### config.mk
export PLATFORM = sky130hd
export DESIGN_NAME = lc3_mem_arbiter
export DESIGN_NICKNAME = d
export VERILOG_FILES = /design/src/rtl/lc3_mem_arbiter.sv
export SDC_FILE = /design/constraint.sdc
export NUM_CORES = 1
export LEC_CHECK = 0
export BUFFER_PORTS_ARGS = -buffer_cell sky130_fd_sc_hd__buf_2
export CAP_MARGIN = 40
export CORE_UTILIZATION = 41
export DETAILED_ROUTE_END_ITERATION = 6
export PLACE_DENSITY = 0.78
export SYNTH_ARGS = -nofsm -noshare
export SYNTH_HDL_FRONTEND = slang
export SYNTH_SLANG_ARGS = --single-unit
### constraint.sdc
create_clock -name clock -period 4.7 [get_ports clock]
set_clock_uncertainty 0.2 [all_clocks]
set_input_delay 0.94 -clock clock [delete_from_list [all_inputs] [get_ports clock]]
set_output_delay 0.94 -clock clock [all_outputs]
set_load 0.05 [all_outputs]
### src/rtl/lc3_mem_arbiter.sv
// rtl/lc3_mem_arbiter.sv - shares one fixed-latency memory between LC3 fetch and data ports; LC3_ARB_RR_EN selects round-robin tie-break
module lc3_mem_arbiter #(
    parameter int AW      = 16,
    parameter int DW      = 16,
    parameter int MEM_LAT = 1
) (
    input  logic          clock,
    input  logic          reset,
    input  logic          instrmem_rd,
    input  logic [AW-1:0] pc,
    output logic [DW-1:0] Instr_dout,
    output logic          complete_instr,
    input  logic          data_req,
    input  logic          Data_rd,
    input  logic [AW-1:0] Data_addr,
    input  logic [DW-1:0] Data_dout,
    output logic [DW-1:0] Data_din,
    output logic          complete_data,
    output logic          mem_en,
    output logic          mem_we,
    output logic [AW-1:0] mem_addr,
    output logic [DW-1:0] mem_wdata,
    input  logic [DW-1:0] mem_rdata,
    output logic          busy
);
    typedef enum logic [1:0] {IDLE, ISSUE, WAIT, RESP} state_t;

    // Counter reload value; MEM_LAT is limited to 1..4 so two bits suffice.
    localparam logic [1:0] LAT_M1 = 2'(MEM_LAT - 1);

    state_t        state_q, state_d;
    logic          gnt_data_q, gnt_data_d;   // 1: access in flight belongs to the data port
    logic          we_q, we_d;
    logic [1:0]    cnt_q, cnt_d;
    logic [AW-1:0] addr_q, addr_d;
    logic [DW-1:0] wdata_q, wdata_d;
    logic [DW-1:0] instr_q, instr_d;
    logic [DW-1:0] din_q, din_d;
    logic          tie_pick_data;
    logic          grant_data;

`ifdef LC3_ARB_RR_EN
    logic last_data_q;

    // Remember which port won the latest grant; reset favours instruction on the first tie.
    always_ff @(posedge clock) begin
        if (reset) begin
            last_data_q <= 1'b1;
        end else if (state_q == IDLE && (instrmem_rd || data_req)) begin
            last_data_q <= grant_data;
        end
    end

    assign tie_pick_data = ~last_data_q;
`else
    assign tie_pick_data = 1'b1;
`endif

    // A lone request always wins; on a tie the policy above decides.
    assign grant_data = data_req & (~instrmem_rd | tie_pick_data);

    // State and datapath registers; reset abandons any in-flight access.
    always_ff @(posedge clock) begin
        if (reset) begin
            state_q    <= IDLE;
            gnt_data_q <= 1'b0;
            we_q       <= 1'b0;
            cnt_q      <= 2'd0;
            addr_q     <= '0;
            wdata_q    <= '0;
            instr_q    <= '0;
            din_q      <= '0;
        end else begin
            state_q    <= state_d;
            gnt_data_q <= gnt_data_d;
            we_q       <= we_d;
            cnt_q      <= cnt_d;
            addr_q     <= addr_d;
            wdata_q    <= wdata_d;
            instr_q    <= instr_d;
            din_q      <= din_d;
        end
    end

    // Next-state logic: latch the winning request in IDLE, count latency in WAIT, capture read data at the end.
    always_comb begin
        state_d    = state_q;
        gnt_data_d = gnt_data_q;
        we_d       = we_q;
        cnt_d      = cnt_q;
        addr_d     = addr_q;
        wdata_d    = wdata_q;
        instr_d    = instr_q;
        din_d      = din_q;
        case (state_q)
            IDLE: begin
                if (instrmem_rd || data_req) begin
                    gnt_data_d = grant_data;
                    addr_d     = grant_data ? Data_addr : pc;
                    we_d       = grant_data & ~Data_rd;
                    if (grant_data) begin
                        wdata_d = Data_dout;
                    end
                    state_d    = ISSUE;
                end
            end
            ISSUE: begin
                cnt_d   = LAT_M1;
                state_d = WAIT;
            end
            WAIT: begin
                if (cnt_q == 2'd0) begin
                    if (!gnt_data_q) begin
                        instr_d = mem_rdata;
                    end else if (!we_q) begin
                        din_d = mem_rdata;
                    end
                    state_d = RESP;
                end else begin
                    cnt_d = cnt_q - 2'd1;
                end
            end
            RESP: begin
                state_d = IDLE;
            end
            default: begin
                state_d = IDLE;
            end
        endcase
    end

    assign mem_en         = (state_q == ISSUE);
    assign mem_we         = mem_en & we_q;
    assign mem_addr       = addr_q;
    assign mem_wdata      = wdata_q;
    assign Instr_dout     = instr_q;
    assign Data_din       = din_q;
    assign complete_instr = (state_q == RESP) & ~gnt_data_q;
    assign complete_data  = (state_q == RESP) & gnt_data_q;
    assign busy           = (state_q != IDLE);

endmodule

After elaboration in Yosys (flattened, before gate mapping)
Index checks and enable logic that the tools add are counted.
Widths: inputs -> output; s select.
- $add $sub $neg: 1
- eq/ne operators: 6
- bitwise operators: 7
- mux-type cells: 6
- reductions and logical operators: 11
- operators with widths (operator ; number):
    $mux 16 ; 1
    $pmux 2 s4 ; 1
    $mux 2 ; 3
    $ne 2x2->1 const B ; 3
    $reduce_and 2->1 ; 3
    $reduce_and 3->1 ; 2
    $and 1x1->1 ; 4
    $eq 2x2->1 const B ; 2
    $logic_not 2->1 ; 2
    $pmux 2 s2 ; 1
    $reduce_and 4->1 ; 1
    $reduce_bool 2->1 ; 2
    $not 1->1 ; 3
    $eq 2x1->1 const B ; 1
    $sub 2x1->2 const B ; 1
    $logic_or 1x1->1 ; 1
- input bits: 69
- register bits after elaboration: 70
- logic and storage cells: 39
- output and inout bits: 69

Longest topological paths before layout
Gate-level depths: netlist of the first run.
- word-level depth: 3
- depth in mapped cells: 8

Worst setup path before layout of the first run
OpenSTA, ideal clock, no wires.
- path type: flip-flop to output port
- start point: reg state_q[1]
- end point: out mem_we
- arrival: 1394 ps
- stages on the path, launching flop included: 4
- required time: 3560 ps
- path slack: 2166 ps
- path buffers: 0
- cell sequence: dfxtp_1 > inv_1 > ha_1 > and2_1
- cells in the longest elaborated chain, start to end: 2
- RTL lines (element ; RTL line ; RTL):
    start, declared ; 31 ; state_t state_q, state_d;
    start signal, assigned ; 74 ; state_q <= state_d;
    $eq 2x1->1 ; 132 ; assign mem_en = (state_q == ISSUE);
    net mem_en ; 19 ; output logic mem_en,
    $and 1x1->1 ; 133 ; assign mem_we = mem_en & we_q;
    end, declared ; 20 ; output logic mem_we,
The timed path passes the listed nets, and every way through them passes these cells.

Worst setup path after layout of the first run
- start point: reg state_q[1]
- end point: out mem_we
- cells in the longest elaborated chain, start to end: 2
- RTL lines (element ; RTL line):
    $eq 2x1->1 ; 132
    $and 1x1->1 ; 133
Every way passes these cells.

==> results.toml, run 1 <==
[drt]
first_iter_violations = 104
wl_per_cell_microns = 12.2
viasPerCell = 4.67
firstDrtPassIters = 4
vias = 2589
post-route-drc-count = 0
drt_wl_total_microns = 6780
ant_nets = 0

[clocking]
postCtsSetupRepairBufs = 0
clock_sinks = 70
clock_latency_ns = 0.32
ctsLongestPathBuffers = 2
htreeDepth = 3
cts_hold_buf = 0
cts_resized = 0
ctsRootBufferMaster = "clkbuf_8"
clk_pin_slew_ns = 0.07
cts_made_buffers = 9
cts_tree = "done"

[synthesis]
synth-simple-area-share_pct = 19.7
yosysSeqAreaShare_pct = 48.2
synth_seq_cells = 70
avgSynthCellArea_sq_um = 8.87
synth_top_family_by_area = "simple AND/OR/NAND/NOR gates"
synthXorXnorAreaFrac_pct = 0
yosys_warnings = 0
synth_compound_area_share_pct = 17.4
synthAdderAreaFrac_pct = 2.58
syn_area_sq_mm = 0.00291
synthMuxAreaShare_pct = 5.85
synthCells = 328
synth_cell_types = 28
syn-num-nets = 403

[pwr]
comb_power_share_pct = 45.1
pwr-share-seq_pct = 35.3
internal_power_uw = 1200
p_switching_uw = 1000
p_clk_share_pct = 19.6
vdd_drop_max_v = 0.000249
leakagePower_uw = 0.00174
p_sw_share_pct = 45.6
power.density_mw_per_mm2 = 586

[floorplan]
die_w_microns = 86.3
fp.coreArea_sq_mm = 0.00683
die_area_sq_mm = 0.00744
start_util_pct = 42.6
io_pins = 138
rows = 30
die_y_microns = 86.3

[grt]
grt_max_degree = 33
grt_usage_pct = 19.0
antenna_found_initial = 0
grt_pass1_wl_microns = 11000
overflow = 0
busiest_layer = "met2"
grt_util_met3_pct = 3.90
grt_pass1_vias = 2440
met1_usage_pct = 22.3
globalRouteMet2Util_pct = 32.4

[placement]
place_congestion = 0.726
hpwl_microns = 5000
io_buffers = 137
dp_cells = 540

[finish]
diodes = 0
final_common_cell = "buf_2"
multi_input_area_sq_mm = 0.00133
area_delta_synth_final_pct = 28.9
layout.nets = 530
final_cell_count_no_fill = 554
layout_common_cells = "137 x buf_2, 97 x nand2_1, 70 x dfxtp_1, 52 x a21oi_1, 17 x mux2i_1"
drive_gt1_share_pct = 38.4
n_fill_cell = 705
ff_latch_area_sq_mm = 0.00140

[critical_path]
crit_start = "state_q[1]"
path_cells = "inv_1 -> ha_1 -> and2_1 -> buf_2"
rr_worst_depth = 5
worstPathRequired_ns = 3.56
cp-start-kind = "register"
arrival_ns = 1.39
endpoint = "mem_we"
reg2reg_slack_ns = 2.76
slowest_delay_ns = 0.38
cp_num_cells = 4
end_kind = "output pin"
timing.rr.end = "Data_din[2]"
path_delay_family = "flip-flops"
cp_max_fo = 4
timing.rr.start = "state_q[0]"
cpMaxStageDelayCell = "dfxtp_1"
path_class = "register to output pin"
crit_buf_inv = 2

[sta]
fin_tns_setup_ns = 0
finalHoldViolations = 0
slew_violations = 0
slew_headroom_pct = 59.1
tightest_slew_ns = 0.613
fin_crit_sh_pct = 53.7
period_needed_ns = 2.53
setup_viol = 0
timing.fmax_mhz = 396
rsz0062_at_grt = "no"

[status]
status = "finished clean"

[min_path]
worst_hold_path_type = "register to register"

[run]
drv_cap = 0
-- cell type report --
type	instances	area share, %
clock buffer	13	4.50
clock inverter	1	0.133
inverter	5	0.500
multi-input combinational	230	35.3
sequential	70	37.3
tap	96	3.20
timing repair buffer	139	19.0
-- worst min-delay path by stage --
stage / from / to / slack [ns] / depth (start not counted)
2_1_floorplan: cnt_q[0] / cnt_q[0] / 0.25 / 2
5_1_grt: Instr_dout[7] / Instr_dout[7] / 0.27 / 2
3_5_place_dp: Data_din[9] / Data_din[9] / 0.24 / 2
3_3_place_gp: Data_din[13] / Data_din[13] / 0.24 / 2
6_report: Data_din[9] / Data_din[9] / 0.25 / 2
4_1_cts: Data_din[9] / Data_din[9] / 0.25 / 2
-- state kept, by name (all words and copies together) (netlist names) --
register    flops
Data_din       16
Instr_dout     16
cnt_q           2
gnt_data_q      1
mem_addr       16
mem_wdata      16
state_q         2
we_q            1
-- stage by stage --
stage | worst slack (ns) | hold WS (ns) | utilization (%) | total power [uW] | instance area [sq um]
after floorplan | 2.17 | 0.250 | - | 1620 | 2910
after global placement | 2.20 | 0.240 | 52.1 | 1770 | 3560
after detailed placement | 2.13 | 0.243 | 52.4 | 1790 | 3580
after CTS | 2.15 | 0.253 | 54.9 | 2220 | 3750
after global routing | 2.10 | 0.271 | 54.9 | 2330 | 3750
final | 2.17 | 0.251 | 54.9 | 2200 | 3750
-- cell families (layout without fill, tap and decap cells) --
group,Yosys count,count (layout)
AND/OR/NAND/NOR,133,133
AO/OA/AOI/OAI,74,74
flip-flops,70,70
buffers and inverters,28,158
multiplexers,17,17
adder cells (fa/ha/maj),6,6
-- cells in the mapped netlist --
library cell	instances	area [sq um]
a211oi_2	16	200
a21oi_1	52	260
a2bb2oi_1	1	8.76
and2_1	4	25.0
and2b_1	1	7.51
and3b_1	1	8.76
and4b_1	1	10.0
buf_2	6	30.0
buf_4	6	45.0
buf_6	5	56.3
buf_8	1	15.0
clkbuf_1	5	18.8
dfxtp_1	70	1400
ha_1	6	75.1
inv_1	5	18.8
mux2i_1	17	170
nand2_1	97	364
nand2_2	1	6.26
nand2b_1	3	18.8
nand3b_2	1	11.3
nand4b_2	1	15.0
nor2_1	16	60.1
nor2_2	4	25.0
nor2b_1	2	12.5
o21a_1	1	7.51
o21a_4	1	15.0
o21ai_0	3	15.0
or3b_1	1	8.76
-- layer usage --
layer  up-vias  wire [microns]
met4         0             189
met2        78            3390
met3        16             323
met5         -               0
met1      1159            2870
li1       1336               -
-- worst register-to-register path, delay by kind of cell, from the launching register on --
kind	cells	cell delay, ns
fa+ha+maj	1	0.32
compound gates	1	0.14
flops	1	0.34
simple gates	2	0.77
buf+inv	1	0.11
-- power by group through the flow --
stage / Combinational, uW / Clock (uW) / Sequential (uW)
after floorplan: 479 / 0 / 1150
after global placement: 982 / 0 / 783
after detailed placement: 1000 / 0 / 788
after CTS: 1000 / 441 / 776
after global routing: 1070 / 470 / 791
final: 993 / 431 / 776
(Power assumes the default switching activity.)
==> run 2: changes to the inputs <==
==> constraint.sdc (replaced) <==
create_clock -name clock -period 2.38 [get_ports clock]
set_clock_uncertainty 0.2 [all_clocks]
set_input_delay 0.476 -clock clock [delete_from_list [all_inputs] [get_ports clock]]
set_output_delay 0.476 -clock clock [all_outputs]
set_load 0.05 [all_outputs]
==> run 2 against run 1 <==
  * Final cell count up 0.72%
  * Clock power up 130%
  * Combinational power up 99%
  * Critical path depth unchanged
  * Clock-buffer cell count down 3
  * Largest cell class unchanged
  * Largest power group unchanged
==> results.toml, run 2 (same netlist as run 1, synthesis figures left out) <==
[placement]
hpwl_microns = 5160
place_area_sq_mm = 0.00358
io_buffers = 137
place_congestion = 0.749

[drt]
drt_wl_total_microns = 6960
first_iter_violations = 81
viasPerCell = 4.78
post-route-drc-count = 0
wl_per_cell_microns = 12.5
ant_nets = 0
firstDrtPassIters = 4
vias = 2668

[floorplan]
rows = 30
io_pins = 138
start_util_pct = 42.6
fp.coreArea_sq_mm = 0.00683
die_area_sq_mm = 0.00744
die_w_microns = 86.3
die_y_microns = 86.3

[pwr]
pwr-share-seq_pct = 34.0
p_sw_share_pct = 45.9
p_clk_share_pct = 21.8
p_switching_uw = 2060
leakagePower_uw = 0.00176
comb_power_share_pct = 44.2
power.density_mw_per_mm2 = 1180
internal_power_uw = 2430
vdd_drop_max_v = 0.000526

[clocking]
cts_tree = "done"
clk_pin_slew_ns = 0.08
cts_made_buffers = 9
clock_latency_ns = 0.34
clock_sinks = 70
htreeDepth = 3
postCtsSetupRepairBufs = 0
ctsRootBufferMaster = "clkbuf_8"
cts_resized = 0
cts_hold_buf = 0
ctsLongestPathBuffers = 2

[critical_path]
path_cells = "inv_1 -> ha_1 -> and2_1 -> buf_2"
end_kind = "output pin"
path_class = "register to output pin"
cp_max_fo = 4
slowest_delay_ns = 0.38
worstPathRequired_ns = 1.70
cpMaxStageDelayCell = "dfxtp_1"
arrival_ns = 1.40
cp-start-kind = "register"

[finish]
fin_util_pct = 55.4
finalInstanceArea_sq_mm = 0.00379
n_fill_cell = 673
drive_gt1_share_pct = 39.2
diodes = 0
final_common_cell = "buf_2"
area_delta_synth_final_pct = 30.1
layout.nets = 532
layout_common_cells = "137 x buf_2, 97 x nand2_1, 70 x dfxtp_1, 52 x a21oi_1, 17 x mux2i_1"

[grt]
grt_usage_pct = 19.5
antenna_found_initial = 0
grt_max_degree = 33
grt_pass1_vias = 2484
overflow = 0
grt_pass1_wl_microns = 11300

[sta]
fin_crit_sh_pct = 87.4
finalHoldViolations = 0
fin_tns_setup_ns = 0
timing.fmax_mhz = 481
rsz0062_at_grt = "no"
slew_headroom_pct = 59.0
period_needed_ns = 2.08
tightest_slew_ns = 0.615
setup_viol = 0
slew_violations = 0

[min_path]
worst_hold_path_type = "primary input to register"

[run]
drv_cap = 0

[status]
status = "finished clean"
run 2: layout make-up:
class                           count  area (sq um)  area share [%]
Sequential cell                    70          1400            37.0
Multi-Input combinational cell    230          1330            35.0
Timing Repair Buffer              141           716            18.9
Clock buffer                       10           138            3.63
Tap cell                           96           120            3.17
Clock inverter                      6          68.8            1.82
Inverter                            5          18.8           0.496
run 2: routing by layer:
layer	part of all wire, %	GRT usage, %
met5	0	0
met4	1.9	9.85
met3	4.1	3.81
met2	52	35.9
met1	42	21.3
run 2: final timing paths:
| kind | from | endpoint | slack [ns] | cells after the start |
|---|---|---|---|---|
| worst max-delay path | state_q[1] | mem_we | 0.30 | 4 |
| worst max register to register | state_q[0] | Data_din[15] | 0.46 | 5 |
| worst min-delay path | Data_dout[8] | mem_wdata[8] | 0.16 | 3 |
| worst min register to register | Instr_dout[5] | Instr_dout[5] | 0.25 | 2 |
run 2: power by group through the flow:
stage          registers [uW]  logic, uW  clock network [uW]
6_report                 1530       1980                 976
5_1_grt                  1550       2140                1050
4_1_cts                  1530       2000                 996
3_5_place_dp             1550       2000                   0
3_3_place_gp             1540       1940                   0
2_1_floorplan            2260        945                   0
run 2: stage by stage:
stage | hold slack [ns] | cells | worst slack [ns] | power [uW]
after floorplan | 0.250 | 328 | 0.310 | 3210
after global placement | 0.239 | 542 | 0.571 | 3480
after detailed placement | 0.245 | 542 | 0.480 | 3550
after CTS | 0.156 | 558 | 0.273 | 4520
after global routing | 0.159 | 558 | 0.239 | 4740
final | 0.164 | 558 | 0.301 | 4490
run 2: critical path, delay by kind of cell (launching register included):
kind,cells,cell delay [ns]
buffers and inverters,2,0.31
flip-flops,1,0.38
adder cells (fa/ha/maj),1,0.22
AND/OR/NAND/NOR,1,0.16
==> run 3: changes to the inputs <==
--- a/config.mk
+++ b/config.mk
@@ -8,6 +8,7 @@
 export BUFFER_PORTS_ARGS = -buffer_cell sky130_fd_sc_hd__buf_2
 export CAP_MARGIN = 40
 export CORE_UTILIZATION = 41
+export CTS_BUF_LIST = sky130_fd_sc_hd__clkbuf_4
 export DETAILED_ROUTE_END_ITERATION = 6
 export PLACE_DENSITY = 0.78
 export SYNTH_ARGS = -nofsm -noshare
==> constraint.sdc (replaced) <==
create_clock -name clock -period 2.38 [get_ports clock]
set_clock_uncertainty 0.2 [all_clocks]
set_input_delay 0.238 -clock clock [delete_from_list [all_inputs] [get_ports clock]]
set_output_delay 0.238 -clock clock [all_outputs]
set_load 0.05 [all_outputs]
==> run 3 against run 2 <==
  * Via count rose by 8.8%
  * Final cell count is 9.9% higher
  * Core utilization up 7.7 points
  * Setup slack gained 0.13 ns
  * Non-clock buffer count rose by 55
  * Wire length up 14%
  * Die area unchanged
  * Critical endpoint is now Data_din[11]
==> results.toml, run 3 (same netlist as run 1, synthesis figures left out) <==
[floorplan]
io_pins = 138
start_util_pct = 42.6
die_area_sq_mm = 0.00744
rows = 30
fp.coreArea_sq_mm = 0.00683
die_w_microns = 86.3
die_y_microns = 86.3

[critical_path]
path_class = "register to register"
crit_buf_inv = 1
cp_max_fo = 16
crit_start = "state_q[0]"
path_delay_family = "simple AND/OR/NAND/NOR gates"
arrival_ns = 2.08
path_cells = "inv_1 -> ha_1 -> and4b_1 -> nand2_1 -> a21oi_1"
end_kind = "register"
slowest_delay_ns = 0.64
cpMaxStageDelayCell = "and4b_1"
worstPathRequired_ns = 2.51
timing.rr.start = "state_q[0]"
cp-start-kind = "register"

[sta]
finalHoldViolations = 0
fin_tns_setup_ns = 0
rsz0062_at_grt = "no"
fin_crit_sh_pct = 82.1
tightest_slew_ns = 0.707
setup_viol = 0
slew_headroom_pct = 52.9
timing.fmax_mhz = 512
slew_violations = 0
period_needed_ns = 1.95

[clocking]
ctsLongestPathBuffers = 2
clock_sinks = 70
ctsRootBufferMaster = "clkbuf_4"
postCtsSetupRepairBufs = 0
clock_latency_ns = 0.40
clk_pin_slew_ns = 0.12
cts_hold_buf = 57
cts_tree = "done"
htreeDepth = 3
cts_made_buffers = 9
cts_resized = 0

[grt]
grt_pass1_vias = 2830
antenna_found_initial = 0
grt_pass1_wl_microns = 12800
grt_max_degree = 39
grt_usage_pct = 22.2
overflow = 0

[placement]
io_buffers = 137
place_congestion = 0.744
dp_cells = 540
hpwl_microns = 4970

[finish]
drive_gt1_share_pct = 34.6
final_cell_count_no_fill = 613
diodes = 0
final_common_cell = "buf_2"
n_fill_cell = 610
layout_common_cells = "137 x buf_2, 97 x nand2_1, 70 x dfxtp_1, 57 x dlygate4sd3_1, 52 x a21oi_1"
fin_util_pct = 63.2
area_delta_synth_final_pct = 48.2
layout.nets = 587

[drt]
vias = 2903
post-route-drc-count = 0
firstDrtPassIters = 4
wl_per_cell_microns = 12.9
drt_wl_total_microns = 7910
first_iter_violations = 100
ant_nets = 0
viasPerCell = 4.74

[pwr]
vdd_drop_max_v = 0.000669
power.density_mw_per_mm2 = 1030
leakagePower_uw = 0.00197

[status]
status = "finished clean"

[min_path]
worst_hold_path_type = "primary input to register"
hp-start = "pc[8]"

[run]
drv_cap = 0
==> run 3: worst paths after layout <==
check,end,slack (ns),depth (start not counted)
setup / recovery,Data_din[11],0.43,5
hold / removal,mem_addr[8],0.008,3
hold reg to reg,Instr_dout[6],0.26,2
setup reg to reg,Data_din[11],0.43,5
==> run 3: where the power goes <==
part	switching (uW)	internal, uW
combinational	1490	573
clock	441	429
sequential	131	1400
==> run 3: metal layers <==
| metal | up-vias | part of all wire (%) | GRT usage [%] |
|---|---|---|---|
| met5 | - | 0 | 0 |
| met4 | 0 | 3.7 | 13.6 |
| met3 | 26 | 4.1 | 4.19 |
| met2 | 92 | 53 | 41.0 |
| met1 | 1333 | 39 | 23.1 |
| li1 | 1452 | - | - |
==> run 3: stage by stage <==
step / instance area (sq um) / total power [uW] / setup WS [ns] / hold WS, ns
floorplan: 2910 / 3210 / 0.548 / 0.174
global placement: 3580 / 3490 / 0.555 / 0.240
detailed placement: 3580 / 3540 / 0.451 / 0.244
CTS: 4310 / 4480 / 0.422 / 0.00207
global route: 4310 / 4710 / 0.242 / 0.0207
finish: 4310 / 4460 / 0.426 / 0.00822
==> run 3: layout make-up <==
class,count,area (sq um),area share [%]
repair buffers,196,1280,29.8
well taps,96,120,2.78
clock buffers,9,67.6,1.57
inverters,5,18.8,0.435
clock inverters,7,97.6,2.26
flip-flops and latches,70,1400,32.5
multi-input cells,230,1330,30.7
==> run 3: worst register-to-register path: stages, from the launching register on <==
cell and delay, ns:
dfxtp_1 0.36, inv_1 0.11, ha_1 0.31, and4b_1 0.64, nand2_1 0.13, a21oi_1 0.14
